**config.mk**
```make
export PLATFORM = sky130hd
export DESIGN_NAME = aes_round_scheduler_flat
export DESIGN_NICKNAME = d
export VERILOG_FILES = /design/src/rtl/aes_round_scheduler_pkg.sv /design/src/rtl/aes_round_scheduler_if.sv /design/src/rtl/aes_round_scheduler_arbiter.sv /design/src/rtl/aes_round_scheduler.sv /design/src/flat_wrapper.sv
export SDC_FILE = /design/constraint.sdc
export NUM_CORES = 1
export LEC_CHECK = 0
export BUFFER_PORTS_ARGS = -buffer_cell sky130_fd_sc_hd__buf_2
export CORE_AREA = 2 2 278 280
export DETAILED_ROUTE_END_ITERATION = 16
export DIE_AREA = 0 0 280 282
export HOLD_SLACK_MARGIN = 0.08
export PLACE_DENSITY = 0.38
export SLEW_MARGIN = 20
export SYNTH_ARGS = -nofsm -noshare
export SYNTH_HDL_FRONTEND = slang
export SYNTH_SLANG_ARGS = --single-unit
```
**constraint.sdc**
```tcl
create_clock -name clk -period 3.2 [get_ports clk]
set_input_delay 0.32 -clock clk [delete_from_list [all_inputs] [get_ports clk]]
set_output_delay 0.32 -clock clk [all_outputs]
set_load 0.02 [all_outputs]
```
**src/rtl/aes_round_scheduler_pkg.sv**
```systemverilog
// rtl/aes_round_scheduler_pkg.sv - shared types and helpers for the AES round scheduler
// Package aes_sched_pkg: key-size encodings, scheduler state enum and the
// key-size to round-count (Nr) lookup used by the scheduler top.
package aes_sched_pkg;

   localparam logic [1:0] KSIZE_128 = 2'b00;
   localparam logic [1:0] KSIZE_192 = 2'b01;
   localparam logic [1:0] KSIZE_256 = 2'b10;
   localparam logic [1:0] KSIZE_BAD = 2'b11;

   typedef enum logic [1:0] {
      ST_IDLE  = 2'd0,
      ST_LOAD  = 2'd1,
      ST_ROUND = 2'd2,
      ST_DONE  = 2'd3
   } state_t;

   // Nr of 0 marks an illegal key size; the scheduler skips the datapath for it.
   function automatic logic [3:0] nr_of(input logic [1:0] ksize);
      case (ksize)
         KSIZE_128: nr_of = 4'd10;
         KSIZE_192: nr_of = 4'd12;
         KSIZE_256: nr_of = 4'd14;
         default:   nr_of = 4'd0;
      endcase
   endfunction

endpackage

```
**src/rtl/aes_round_scheduler_if.sv**
```systemverilog
// rtl/aes_round_scheduler_if.sv - request, datapath and response signals of the scheduler
// Parameter NUM_REQ: number of requesters (1..4).
// Groups: req_* (per-requester job requests), dp_* (round datapath control and
// returned state), rsp_* (result handshake).
// Modports: slave = scheduler side, master = requesters/datapath/consumer side.
interface aes_round_scheduler_if #(
   parameter int NUM_REQ = 2
);
   logic [NUM_REQ-1:0]     req_valid;
   logic [NUM_REQ-1:0]     req_ready;
   logic [NUM_REQ-1:0]     req_decrypt;
   logic [2*NUM_REQ-1:0]   req_ksize;
   logic [128*NUM_REQ-1:0] req_block;

   logic [127:0] dp_block;
   logic         dp_load;
   logic         dp_step;
   logic         dp_last;
   logic [3:0]   dp_key_idx;
   logic         dp_decrypt;
   logic [1:0]   dp_ksize;
   logic [1:0]   dp_key_sel;
   logic [127:0] dp_state;

   logic         rsp_valid;
   logic         rsp_ready;
   logic [127:0] rsp_block;
   logic [1:0]   rsp_id;
   logic         rsp_error;

   modport slave (
      input  req_valid, req_decrypt, req_ksize, req_block, dp_state, rsp_ready,
      output req_ready, dp_block, dp_load, dp_step, dp_last, dp_key_idx,
             dp_decrypt, dp_ksize, dp_key_sel, rsp_valid, rsp_block, rsp_id, rsp_error
   );

   modport master (
      output req_valid, req_decrypt, req_ksize, req_block, dp_state, rsp_ready,
      input  req_ready, dp_block, dp_load, dp_step, dp_last, dp_key_idx,
             dp_decrypt, dp_ksize, dp_key_sel, rsp_valid, rsp_block, rsp_id, rsp_error
   );

endinterface

```
**src/rtl/aes_round_scheduler_arbiter.sv**
```systemverilog
// rtl/aes_round_scheduler_arbiter.sv - round-robin requester selection
// Module aes_rr_arbiter. Ports: req (request vector), last (id of the previous
// grant), gnt (one-hot grant), id (granted index), any (some request present).
// Search starts at the requester after last and wraps around.
module aes_rr_arbiter #(
   parameter int NUM_REQ = 2
) (
   input  logic [NUM_REQ-1:0] req,
   input  logic [1:0]         last,
   output logic [NUM_REQ-1:0] gnt,
   output logic [1:0]         id,
   output logic               any
);
   localparam int IW = (NUM_REQ > 1) ? $clog2(NUM_REQ) : 1;

   logic [IW-1:0] idx;

   always_comb begin
      gnt = '0;
      id  = last;
      any = 1'b0;
      idx = '0;
      for (int i = 1; i <= NUM_REQ; i++) begin
         idx = IW'((int'(last) + i) % NUM_REQ);
         if (!any && req[idx]) begin
            gnt[idx] = 1'b1;
            id       = 2'(idx);
            any      = 1'b1;
         end
      end
   end

endmodule

```
**src/rtl/aes_round_scheduler.sv**
```systemverilog
// rtl/aes_round_scheduler.sv - schedules AES jobs from several requesters onto one round datapath
// Ports: clk, rst (synchronous, active-high), bus (aes_round_scheduler_if.slave:
// req_*, dp_*, rsp_*), perf_busy (busy-cycle counter), perf_jobs (response count).
// One job at a time: IDLE -> LOAD -> ROUND x Nr -> DONE, or IDLE -> DONE with
// rsp_error for an illegal key size.
// Optional macro AES_SCHED_PERF_EN builds the performance counters; otherwise
// they read as zero.
module aes_round_scheduler
   import aes_sched_pkg::*;
#(
   parameter int NUM_REQ = 2
) (
   input  logic                       clk,
   input  logic                       rst,
   aes_round_scheduler_if.slave       bus,
   output logic [31:0]                perf_busy,
   output logic [15:0]                perf_jobs
);
   state_t state, state_nx;

   logic [3:0]   rnd, nr;
   logic [1:0]   last_ptr, job_id, job_ksize;
   logic         job_dec, rsp_error_q;
   logic [127:0] job_block, rsp_block_q;

   logic [NUM_REQ-1:0] gnt;
   logic [1:0]         gnt_id;
   logic               gnt_any, accept;
   logic               sel_dec;
   logic [1:0]         sel_ksize;
   logic [127:0]       sel_block;

   aes_rr_arbiter #(.NUM_REQ(NUM_REQ)) u_arb (
      .req  (bus.req_valid),
      .last (last_ptr),
      .gnt  (gnt),
      .id   (gnt_id),
      .any  (gnt_any)
   );

   assign accept = (state == ST_IDLE) && gnt_any && !rst;

   // Mux the granted requester's job fields with constant slices.
   always_comb begin
      sel_dec   = 1'b0;
      sel_ksize = '0;
      sel_block = '0;
      for (int i = 0; i < NUM_REQ; i++) begin
         if (gnt_id == 2'(i)) begin
            sel_dec   = bus.req_decrypt[i];
            sel_ksize = bus.req_ksize[2*i +: 2];
            sel_block = bus.req_block[128*i +: 128];
         end
      end
   end

   always_comb begin
      state_nx = state;
      case (state)
         ST_IDLE:  if (accept) state_nx = (nr_of(sel_ksize) == 4'd0) ? ST_DONE : ST_LOAD;
         ST_LOAD:  state_nx = ST_ROUND;
         ST_ROUND: if (rnd == nr) state_nx = ST_DONE;
         ST_DONE:  if (bus.rsp_ready) state_nx = ST_IDLE;
         default:  state_nx = ST_IDLE;
      endcase
   end

   always_ff @(posedge clk) begin
      if (rst) begin
         state       <= ST_IDLE;
         rnd         <= '0;
         nr          <= '0;
         last_ptr    <= 2'(NUM_REQ - 1);
         job_id      <= '0;
         job_dec     <= 1'b0;
         job_ksize   <= '0;
         job_block   <= '0;
         rsp_block_q <= '0;
         rsp_error_q <= 1'b0;
      end else begin
         state <= state_nx;
         case (state)
            ST_IDLE: begin
               if (accept) begin
                  last_ptr  <= gnt_id;
                  job_id    <= gnt_id;
                  job_dec   <= sel_dec;
                  job_ksize <= sel_ksize;
                  job_block <= sel_block;
                  nr        <= nr_of(sel_ksize);
                  rnd       <= '0;
                  if (nr_of(sel_ksize) == 4'd0) begin
                     rsp_block_q <= '0;
                     rsp_error_q <= 1'b1;
                  end
               end
            end
            ST_LOAD: rnd <= 4'd1;
            ST_ROUND: begin
               if (rnd == nr) begin
                  rsp_block_q <= bus.dp_state;
                  rsp_error_q <= 1'b0;
                  rnd         <= '0;
               end else begin
                  rnd <= rnd + 4'd1;
               end
            end
            default: ;
         endcase
      end
   end

   assign bus.req_ready  = accept ? gnt : '0;
   assign bus.dp_load    = (state == ST_LOAD);
   assign bus.dp_step    = (state == ST_ROUND);
   assign bus.dp_last    = (state == ST_ROUND) && (rnd == nr);
   // Decrypt walks the key schedule backwards: Nr at load, Nr-r in round r.
   assign bus.dp_key_idx = (state == ST_LOAD)  ? (job_dec ? nr : 4'd0) :
                           (state == ST_ROUND) ? (job_dec ? nr - rnd : rnd) : 4'd0;
   assign bus.dp_block   = job_block;
   assign bus.dp_decrypt = job_dec;
   assign bus.dp_ksize   = job_ksize;
   assign bus.dp_key_sel = job_id;
   assign bus.rsp_valid  = (state == ST_DONE);
   assign bus.rsp_block  = rsp_block_q;
   assign bus.rsp_id     = job_id;
   assign bus.rsp_error  = rsp_error_q;

`ifdef AES_SCHED_PERF_EN
   always_ff @(posedge clk) begin
      if (rst) begin
         perf_busy <= '0;
         perf_jobs <= '0;
      end else begin
         if (state != ST_IDLE && perf_busy != '1) perf_busy <= perf_busy + 32'd1;
         if (bus.rsp_valid && bus.rsp_ready)      perf_jobs <= perf_jobs + 16'd1;
      end
   end
`else
   assign perf_busy = '0;
   assign perf_jobs = '0;
`endif

endmodule

```
**src/flat_wrapper.sv**
```systemverilog
// flat-port wrapper written by rule: the top's interface ports become plain ports
module aes_round_scheduler_flat import aes_sched_pkg::*;
#(
   parameter int NUM_REQ = 2
)
  (clk, rst, perf_busy, perf_jobs, bus_req_valid, bus_req_decrypt, bus_req_ksize, bus_req_block, bus_dp_state, bus_rsp_ready, bus_req_ready, bus_dp_block, bus_dp_load, bus_dp_step, bus_dp_last, bus_dp_key_idx, bus_dp_decrypt, bus_dp_ksize, bus_dp_key_sel, bus_rsp_valid, bus_rsp_block, bus_rsp_id, bus_rsp_error);
  aes_round_scheduler_if #(.NUM_REQ(NUM_REQ)) bus_i ();
  input  logic clk;
  input  logic rst;
  output logic [31:0] perf_busy;
  output logic [15:0] perf_jobs;
  input wire logic [$bits(bus_i.req_valid)-1:0] bus_req_valid;
  input wire logic [$bits(bus_i.req_decrypt)-1:0] bus_req_decrypt;
  input wire logic [$bits(bus_i.req_ksize)-1:0] bus_req_ksize;
  input wire logic [$bits(bus_i.req_block)-1:0] bus_req_block;
  input wire logic [$bits(bus_i.dp_state)-1:0] bus_dp_state;
  input wire logic [$bits(bus_i.rsp_ready)-1:0] bus_rsp_ready;
  output wire logic [$bits(bus_i.req_ready)-1:0] bus_req_ready;
  output wire logic [$bits(bus_i.dp_block)-1:0] bus_dp_block;
  output wire logic [$bits(bus_i.dp_load)-1:0] bus_dp_load;
  output wire logic [$bits(bus_i.dp_step)-1:0] bus_dp_step;
  output wire logic [$bits(bus_i.dp_last)-1:0] bus_dp_last;
  output wire logic [$bits(bus_i.dp_key_idx)-1:0] bus_dp_key_idx;
  output wire logic [$bits(bus_i.dp_decrypt)-1:0] bus_dp_decrypt;
  output wire logic [$bits(bus_i.dp_ksize)-1:0] bus_dp_ksize;
  output wire logic [$bits(bus_i.dp_key_sel)-1:0] bus_dp_key_sel;
  output wire logic [$bits(bus_i.rsp_valid)-1:0] bus_rsp_valid;
  output wire logic [$bits(bus_i.rsp_block)-1:0] bus_rsp_block;
  output wire logic [$bits(bus_i.rsp_id)-1:0] bus_rsp_id;
  output wire logic [$bits(bus_i.rsp_error)-1:0] bus_rsp_error;
  assign bus_i.req_valid = bus_req_valid;
  assign bus_i.req_decrypt = bus_req_decrypt;
  assign bus_i.req_ksize = bus_req_ksize;
  assign bus_i.req_block = bus_req_block;
  assign bus_i.dp_state = bus_dp_state;
  assign bus_i.rsp_ready = bus_rsp_ready;
  assign bus_req_ready = bus_i.req_ready;
  assign bus_dp_block = bus_i.dp_block;
  assign bus_dp_load = bus_i.dp_load;
  assign bus_dp_step = bus_i.dp_step;
  assign bus_dp_last = bus_i.dp_last;
  assign bus_dp_key_idx = bus_i.dp_key_idx;
  assign bus_dp_decrypt = bus_i.dp_decrypt;
  assign bus_dp_ksize = bus_i.dp_ksize;
  assign bus_dp_key_sel = bus_i.dp_key_sel;
  assign bus_rsp_valid = bus_i.rsp_valid;
  assign bus_rsp_block = bus_i.rsp_block;
  assign bus_rsp_id = bus_i.rsp_id;
  assign bus_rsp_error = bus_i.rsp_error;
  aes_round_scheduler #(.NUM_REQ(NUM_REQ)) u_core (.clk(clk), .rst(rst), .bus(bus_i), .perf_busy(perf_busy), .perf_jobs(perf_jobs));
endmodule
```
==> key figures, run 1 <==
Placement
  • Gpl congestion: 0.810
  • Placed Cells incl. Taps: 2877
  • Port Buffers: 668
  • Dpl hpwl: 35200 um

Power
  • Leak Pwr: 9.55 nW
  • P per Cell Area: 626 nW/um^2
  • Worst VDD drop: 301 uV
  • Overall power: 0.0131 W

CTS
  • Clock sinks: 272
  • CTS Root Cell: clkbuf_16
  • Reg clk slew, reported paths: 0.06 ns
  • Htree depth: 2
  • Total CTS buffers: 36
  • CTS tree: done
  • Maximum clock insertion buffer count: 3
  • Clk_lat worst skew: 0.53 ns

Logic synthesis
  • Adder-cell share of the synthesized area: 1.50%
  • Synth area leader: dfxtp_1
  • Compound-Gate Fraction of Synth Area: 7.34%
  • Ys Warns: 0
  • Share of the synthesized area in the top cell type: 44.9%
  • Largest family of logic cells by synthesized area: multiplexers
  • Mean post-synth cell area: 9.29 um^2
  • Mux cell area share after synthesis: 21.5%
  • Cell with the most instances after synthesis: dfxtp_1
  • Synth cell count leaders: dfxtp_1 (272), nand2_1 (269), mux2i_1 (261), o21ai_0 (131), nand2b_1 (129)
  • Simple-gate share of the synthesized area: 16.9%
  • Synth top area cells: dfxtp_1 (45%), mux2i_1 (22%), nand2_1 (8.3%), nand2b_1 (6.6%), o21ai_0 (5.4%)
  • Async set or reset register ratio after synthesis: 0%
  • Post-synth EDFFs: 0
  • Seq/Total Area, Yosys: 44.9%
  • Synth Area in XOR/XNOR: 0.299%
  • FF+latch count, synth: 272
  • Mapped Area: 12100 um^2
  • Ys flop type: dfxtp_1
  • Netlist cell types: 46
  • Synth Instances: 1307

Route
  • Total Wirelength: 47800 um
  • Wire per inst: 14.6 um
  • Drt pass-1 iters: 5
  • ANT nets after route: 0
  • Initial DRC count: 377
  • DR vias/cell: 3.79
  • DRC Markers: 0
  • Via count: 12.4k

Worst setup path
  • Crit path kind: reg2reg
  • Reg2Reg Setup Slack: 0.34 ns
  • Slowest cell on the critical path: buf_6
  • CP startpoint: u_core.last_ptr[0]
  • Crit path launch type: register
  • Critical path capture point type: register
  • Crit path largest cell delay: 0.62 ns
  • End of the critical path: u_core.bus.dp_block[100]
  • CP Max Fanout: 63
  • WP data arrival: 3.25 ns
  • CP Data Required Time: 3.59 ns
  • R2R cell count: 7
  • Reg2reg end: u_core.bus.dp_block[100]
  • Critical R2R Launch: u_core.last_ptr[0]
  • Cells along the critical path: nand2_1 -> o21a_4 -> buf_4 -> buf_6 -> mux2i_1 -> dlygate4sd3_1 -> o21ai_0

Min path
  • Hold Path Class: in2reg
  • Hold depth: 3

Timing
  • Worst relative slew slack: 40.1%
  • Pins Over Slew Limit: 0
  • Fmax achieved: 349 MHz
  • Worst Tran Pin Value: 0.898 ns
  • Clock Skew: 0.0151 ns
  • Final count of hold timing violations: 0
  • Unrepaired setup endpoints after global routing: false
  • Final setup viols: 0
  • Setup TNS: 0 ns
  • WHS: 0.0994 ns
  • Post-route minimum period: 2.86 ns
  • Period utilisation layout: 89.5%

Run status
  • Status: finished, final reports clean

Global routing
  • Largest net degree at the start of global routing: 104
  • Final global-route overflow total: 0
  • Met1 Resource Use GR: 12.5%
  • Met3 GRT Util: 3.44%
  • Met2 usage: 20.3%
  • First-pass GRT wire length: 70200 um
  • Gr usage total: 11.3%
  • Grt peak-use layer: met2
  • Initial antenna violation count: 7
  • Vias in the first global route: 12.5k

Floorplan
  • Die Y: 282 um
  • Die W: 280 um
  • Die area: 79000 um^2
  • Core Rows: 101
  • Core Area: 75700 um^2
  • I/O Pins: 717
  • Initial core utilization: 16.0%

Finish
  • Filler instances: 8123
  • Area delta synth->final: 72.0%
  • Nets@finish: 2687
  • Final non-filler cell total: 3280
  • Share of layout cells above drive strength 1: 32.9%

Job
  • Max-Cap Viols: 0
[routing by layer]
metal / share of wire, % / vias up
li1: - / 6207
met1: 39 / 5708
met2: 51 / 432
met3: 7.3 / 85
met4: 2.8 / 6
met5: 0.077 / -
[kinds of logic after synthesis]
kind of cell               Yosys count
and+or+nand+nor                    439
DFF                                272
muxes                              261
AOI/OAI and AO/OA                  165
buffers and inverters              153
adders and majority gates           14
xor gates and xnor gates             2
other                                1
[placed cells by master, fill, tap and decap left out, drive strengths merged, types with 3 or more instances in the layout]
cell type | netlist | routed
or2 | 3 | 3
nand2 | 269 | 269
nor2 | 8 | 8
a311oi | 3 | 3
nand2b | 129 | 129
a21oi | 12 | 12
buf | 91 | 690
nor2b | 5 | 5
mux2i | 261 | 261
inv | 8 | 8
nand3 | 4 | 4
a31oi | 3 | 3
clkbuf | 54 | 55
nand4 | 4 | 4
o21ai | 131 | 131
conb | 1 | 48
a22o | 4 | 4
nor3 | 6 | 6
dlygate4sd3 | 0 | 341
dfxtp | 272 | 272
clkinv | 0 | 5
nand3b | 3 | 3
ha | 13 | 13
[what timing repair did]
| action | CTS | global route |
|---|---|---|
| endpoints found under the setup margin | 0 | 49 |
| hold buffers | 341 | 0 |
| buffers inserted | 0 | 0 |
| gates resized for setup | 0 | 1 |
| endpoints found under the hold margin | 238 | 0 |
[through the flow]
stage | utilization (%) | setup slack, ns | cell area, um^2
floorplan | - | 0.829 | 12300
global placement | 21.5 | 0.315 | 16300
detailed placement | 21.5 | 0.273 | 16300
CTS | 27.6 | 0.0902 | 20900
global route | 27.6 | 0.0870 | 20900
finish | 27.6 | 0.336 | 20900
[area by class of cell]
cell class | instances | area, um^2 | share of cell area, %
diodes | 1 | 2.50 | 0.0120
clock buffers | 55 | 1120 | 5.38
clock inverters | 6 | 58.8 | 0.282
inverters | 8 | 30.0 | 0.144
multi-input cells | 929 | 5990 | 28.7
flip-flops and latches | 272 | 5450 | 26.1
well taps | 978 | 1220 | 5.86
repair buffers | 1031 | 7000 | 33.5
[worst min path at each step]
| stage | from | slack [ns] | end |
|---|---|---|---|
| 2_1_floorplan | u_core.nr[2] | 0.45 | u_core.nr[2] |
| 3_3_place_gp | u_core.bus.dp_block[15] | 0.43 | u_core.bus.dp_block[15] |
| 3_5_place_dp | u_core.bus.dp_block[110] | 0.44 | u_core.bus.dp_block[110] |
| 4_1_cts | bus_req_block[34] | 0.08 | u_core.bus.dp_block[34] |
| 5_1_grt | bus_dp_state[84] | 0.09 | u_core.bus.rsp_block[84] |
| 6_report | bus_dp_state[84] | 0.1 | u_core.bus.rsp_block[84] |
[worst max-delay path, delay by kind of cell (launching register included)]
kind | cells | cell delay (ns)
buffers and inverters | 3 | 1.63
DFF | 1 | 0.34
AOI/OAI and AO/OA | 2 | 0.26
muxes | 1 | 0.26
and+or+nand+nor | 1 | 0.10
[sequential cells by signal (all words and copies together), names as in the netlist]
name,cells
u_core.bus.dp_key_sel,1
u_core.bus.dp_ksize,2
u_core.bus.dp_decrypt,1
u_core.bus.dp_block,128
u_core.last_ptr,2
u_core.bus.rsp_error,1
u_core.bus.rsp_block,128
u_core.nr,3
u_core.rnd,4
u_core.state,2
[report_power, final]
group | leakage, nW | total, W | internal, W | switching (W)
logic | 6.74 | 0.00470 | 0.00196 | 0.00273
registers | 2.22 | 0.00433 | 0.00398 | 0.000343
clock network | 0.589 | 0.00404 | 0.00248 | 0.00156
No activity file was read; power rests on OpenSTA's default activity.
==> run 2: changes to the inputs <==
Settings changed: BUFFER_PORTS_ARGS -buffer_cell sky130_fd_sc_hd__buf_2 to default, CORE_AREA 2 2 278 280 to 2 2 279 281, DIE_AREA 0 0 280 282 to 0 0 281 283, DONT_BUFFER_PORTS from default to 1, PLACE_DENSITY 0.38 to 0.3.
==> run 2 against run 1 <==
Sequential share of layout area rose by 3.9 points. Die area is 0.71% higher. Cell count fell by 16%. First-iteration DRC count shrank 14%. Fmax is 0.27% lower. Critical path depth stayed put. Cell area shrank 13%. Sequential cell count unchanged. Clock power is 3% lower. Utilization shrank 3.9 points. Combinational power decreased by 31%. Power decreased by 5.4%.
==> key figures, run 2 (same netlist as run 1, synthesis figures left out) <==
Run status
  • Status: finished, final reports clean

Finish
  • Nets@finish: 2074
  • Final non-filler cell total: 2742
  • Final core occ: 23.7%
  • Share of layout cells above drive strength 1: 5.44%
  • Area delta synth->final: 49.6%
  • Most frequent cells in the layout: dlygate4sd3_1 (386), dfxtp_1 (272), nand2_1 (268)
  • Most common cell after layout, fill and taps aside: dlygate4sd3_1

Timing
  • Worst Tran Pin Value: 0.816 ns
  • Pins Over Slew Limit: 0
  • Worst relative slew slack: 45.5%
  • Final setup viols: 0
  • Clock Skew: 0.0182 ns
  • Post-route minimum period: 2.87 ns
  • Final worst-path setup slack: 0.329 ns
  • Period utilisation layout: 89.7%
  • WHS: 0.0962 ns
  • Unrepaired setup endpoints after global routing: false
  • Fmax achieved: 348 MHz
  • Final count of hold timing violations: 0
  • Setup TNS: 0 ns

Route
  • DRC Markers: 0
  • DR vias/cell: 3.78
  • Total Wirelength: 46700 um
  • Wire per inst: 17.0 um
  • Via count: 10.4k
  • ANT nets after route: 0
  • Drt pass-1 iters: 4
  • Initial DRC count: 323

Floorplan
  • Core Area: 76700 um^2
  • Die Y: 283 um
  • I/O Pins: 717
  • Die area: 79500 um^2
  • Core Rows: 102
  • Initial core utilization: 15.8%
  • Die W: 281 um

CTS
  • Reg clk slew, reported paths: 0.06 ns
  • Maximum clock insertion buffer count: 3
  • CTS tree: done
  • Htree depth: 2
  • CTS Root Cell: clkbuf_16
  • Total CTS buffers: 37
  • Clk_lat worst skew: 0.54 ns
  • Post-CTS resize count: 0
  • Clock sinks: 272
  • Setup repair bufs after CTS: 0

Power
  • Worst VDD drop: 421 uV
  • P per Cell Area: 681 nW/um^2
  • Leak Pwr: 6.75 nW

Placement
  • Placed Cells incl. Taps: 2279
  • Port Buffers: 0
  • Gpl congestion: 0.774
  • Dpl hpwl: 33600 um
  • Place WS: 0.801 ns

Global routing
  • Initial antenna violation count: 17
  • Largest net degree at the start of global routing: 144
  • Grt peak-use layer: met2
  • Gr usage total: 11.2%
  • Vias in the first global route: 10.9k
  • Met2 usage: 19.6%
  • Met3 GRT Util: 5.39%
  • Met1 Resource Use GR: 11.0%
  • First-pass GRT wire length: 67800 um
  • Final global-route overflow total: 0

Worst setup path
  • Reg2Reg Setup Slack: 0.33 ns
  • Crit path launch type: register
  • Critical R2R Launch: u_core.last_ptr[0]
  • Reg2reg end: u_core.bus.dp_block[93]
  • WP data arrival: 3.27 ns
  • R2R cell count: 7
  • CP Data Required Time: 3.60 ns
  • CP Max Fanout: 80
  • Crit path kind: reg2reg
  • Critical path capture point type: register

Min path
  • Hold Path Class: in2reg
  • Hold_sp: rst
  • Hold depth: 3
  • Hold EP: u_core.bus.dp_block[44]

Job
  • Max-Cap Viols: 0
==> run 2: changes by cell type in the layout (fill, tap and decap cells not counted), sizes merged <==
cell,previous run,this run
dlygate4sd3,341,386
clkinvlp,0,2
buf,690,31
diode,1,12
bufinv,1,0
inv,8,10
==> run 2: power breakdown <==
| part | switching [W] | internal [W] |
|---|---|---|
| Clock | 0.00161 | 0.00231 |
| Combinational | 0.00168 | 0.00156 |
| Sequential | 0.00122 | 0.00399 |
| Total | 0.00451 | 0.00785 |
==> run 2: metrics by stage <==
stage                     cell area, um^2  power (W)
final                               18200     0.0124
after global routing                18100     0.0131
after CTS                           18100     0.0126
after detailed placement            13100    0.00794
after global placement              13100    0.00793
after floorplan                     12300    0.00715
==> run 2: timing repair <==
item                                    in CTS  in global routing
endpoints found under the hold margin      270                  0
hold buffers                               387                  0
endpoints found under the setup margin       0                  0
==> run 2: critical path: stages, from the launching register on <==
cell,delay [ns]
dfxtp_1,0.34
nand2_1,0.09
o21a_4,0.15
buf_4,0.54
buf_12,0.44
mux2i_1,0.32
dlygate4sd3_1,0.60
o21ai_0,0.07
==> run 2: routing by layer <==
layer | up-vias | part of all wire [%]
met3 | 100 | 12
met1 | 4783 | 35
met5 | - | 0.079
met4 | 6 | 3.7
met2 | 454 | 49
li1 | 5011 | -
==> run 2: final cells by class <==
cell class,instances,area (um^2)
Antenna cell,12,30.0
Clock buffer,55,1070
Clock inverter,9,61.3
Fill cell,8302,58500
Inverter,8,30.0
Multi-Input combinational cell,929,5990
Sequential cell,272,5450
Tap cell,1040,1300
Timing Repair Buffer,417,4230
==> run 2: how the worst max path moves through the flow <==
stage | start | end | depth (start not counted)
2_1_floorplan | bus_req_valid[0] | u_core.bus.rsp_block[117] | 14
3_3_place_gp | u_core.last_ptr[0] | u_core.bus.dp_block[17] | 6
3_5_place_dp | u_core.last_ptr[0] | u_core.bus.dp_block[17] | 6
4_1_cts | u_core.last_ptr[0] | u_core.bus.dp_block[17] | 7
5_1_grt | u_core.last_ptr[0] | u_core.bus.dp_block[105] | 7
6_report | u_core.last_ptr[0] | u_core.bus.dp_block[93] | 7
==> run 3: changes to the inputs <==
Clock period 3.2 ns to 3 ns, I/O delays scaled along.
==> run 3 against run 2 <==
Non-clock buffer count down 2. Count of clock-buffer cells in the layout shrank 3. Wire length is 0.35% lower. Setup slack better by 0.0088 ns. Critical endpoint is now bus_dp_key_idx[3].
==> key figures, run 3 (same netlist as run 1, synthesis figures left out) <==
Route
  • DR vias/cell: 3.76
  • Via count: 10.3k
  • Total Wirelength: 46600 um
  • Initial DRC count: 241
  • Wire per inst: 17.0 um
  • Drt pass-1 iters: 4
  • ANT nets after route: 0
  • DRC Markers: 0

Worst setup path
  • R2R cell count: 6
  • WP data arrival: 2.36 ns
  • Cells along the critical path: inv_1 -> ha_1 -> a21o_1 -> a31oi_1 -> a21oi_1 -> or3_1
  • Crit path largest cell delay: 0.48 ns
  • Crit path launch type: register
  • Reg2reg end: u_core.bus.dp_block[89]
  • Critical path capture point type: primary output
  • Slowest cell on the critical path: or3_1
  • CP Max Fanout: 9
  • Critical R2R Launch: u_core.last_ptr[0]
  • Crit path kind: reg2out
  • CP Data Required Time: 2.70 ns
  • Reg2Reg Setup Slack: 0.40 ns

Finish
  • Nets@finish: 2071
  • Most frequent cells in the layout: dlygate4sd3_1 (386), dfxtp_1 (272), nand2_1 (268)
  • Most common cell after layout, fill and taps aside: dlygate4sd3_1
  • Share of layout cells above drive strength 1: 5.58%
  • Area delta synth->final: 49.4%
  • Filler instances: 8293

Floorplan
  • Die W: 281 um
  • Die area: 79500 um^2
  • I/O Pins: 717
  • Initial core utilization: 15.8%
  • Core Area: 76700 um^2
  • Core Rows: 102
  • Die Y: 283 um

Run status
  • Status: finished, final reports clean

Placement
  • Port Buffers: 0
  • Gpl congestion: 0.758
  • Dpl hpwl: 32800 um

Power
  • Worst VDD drop: 393 uV
  • Leak Pwr: 6.74 nW
  • P per Cell Area: 733 nW/um^2

Timing
  • Setup TNS: 0 ns
  • Worst relative slew slack: 18.5%
  • Fmax achieved: 376 MHz
  • Pins Over Slew Limit: 0
  • Unrepaired setup endpoints after global routing: false
  • Clock Skew: 0.0173 ns
  • Final setup viols: 0
  • Worst Tran Pin Value: 1.22 ns
  • Final count of hold timing violations: 0
  • Period utilisation layout: 88.8%
  • WHS: 0.132 ns
  • Post-route minimum period: 2.66 ns

CTS
  • Clock sinks: 272
  • Clk_lat worst skew: 0.54 ns
  • Maximum clock insertion buffer count: 3
  • Total CTS buffers: 36
  • Htree depth: 2
  • CTS tree: done
  • CTS Root Cell: clkbuf_16
  • Reg clk slew, reported paths: 0.05 ns

Global routing
  • First-pass GRT wire length: 67100 um
  • Met2 usage: 20.1%
  • Final global-route overflow total: 0
  • Largest net degree at the start of global routing: 145
  • Met3 GRT Util: 5.38%
  • Met1 Resource Use GR: 10.7%
  • Initial antenna violation count: 16
  • Grt peak-use layer: met2
  • Vias in the first global route: 10.8k
  • Gr usage total: 11.0%

Min path
  • Hold depth: 2
  • Hold EP: u_core.bus.dp_ksize[1]
  • Hold_sp: bus_req_ksize[1]
  • Hold Path Class: in2reg

Job
  • Max-Cap Viols: 0
[run 3: changes by cell type in the layout (fill, tap and decap cells not counted), sizes merged]
cell      previous run  this run
inv                 10         8
diode               12         7
buf                 31        29
bufinv               0         1
clkinvlp             2         4
clkbuf              55        52
[run 3: critical path, delay by kind of cell (launching register included)]
| kind | cells | cell delay [ns] |
|---|---|---|
| simple gates | 1 | 0.48 |
| compound gates | 3 | 0.50 |
| flops | 1 | 0.38 |
| fa+ha+maj | 1 | 0.39 |
| buf+inv | 1 | 0.08 |
[run 3: per-stage QoR]
stage	power, W	util [%]	std cells	cell area (um^2)	setup slack [ns]
6_report	0.0133	23.6	2733	18100	0.337
5_1_grt	0.0141	23.6	2733	18100	0.173
4_1_cts	0.0136	23.6	2727	18100	0.142
3_5_place_dp	0.00847	17.1	2278	13100	0.439
3_3_place_gp	0.00845	17.1	2278	13100	0.510
2_1_floorplan	0.00763	-	1354	12300	0.634
[run 3: how the worst max path moves through the flow]
| stage | start | to | slack [ns] |
|---|---|---|---|
| after floorplan | u_core.last_ptr[0] | u_core.bus.rsp_block[117] | 0.63 |
| after global placement | u_core.last_ptr[0] | u_core.bus.rsp_block[77] | 0.51 |
| after detailed placement | u_core.last_ptr[0] | u_core.bus.rsp_block[54] | 0.44 |
| after CTS | u_core.last_ptr[0] | u_core.bus.dp_block[107] | 0.14 |
| after global routing | u_core.rnd[2] | bus_dp_key_idx[3] | 0.17 |
| final | u_core.rnd[2] | bus_dp_key_idx[3] | 0.34 |
[run 3: metal layers]
metal  share of wire [%]  wire, um
met3                  12      5510
met1                  35     16400
met2                  50     23200
met4                 3.1      1430
met5               0.052        24
[run 3: repair_timing]
action                     in CTS  in global routing
hold buffers                  387                  0
gates resized for setup         0                  0
buffers inserted                0                  0
setup endpoints to repair       0                 30
hold endpoints to repair      271                  0
[run 3: power by group]
part           internal [W]  switching, W
sequential          0.00425       0.00130
combinational       0.00167       0.00181
clock               0.00254       0.00172
total               0.00846       0.00482
[run 3: area by class of cell]
class / count / area, um^2 / area share (%)
clock buffers: 52 / 1060 / 5.86
repair buffers: 415 / 4200 / 23.2
multi-input cells: 929 / 5990 / 33.0
clock inverters: 10 / 85.1 / 0.469
well taps: 1040 / 1300 / 7.18
inverters: 8 / 30.0 / 0.166
flip-flops and latches: 272 / 5450 / 30.0
diodes: 7 / 17.5 / 0.0966
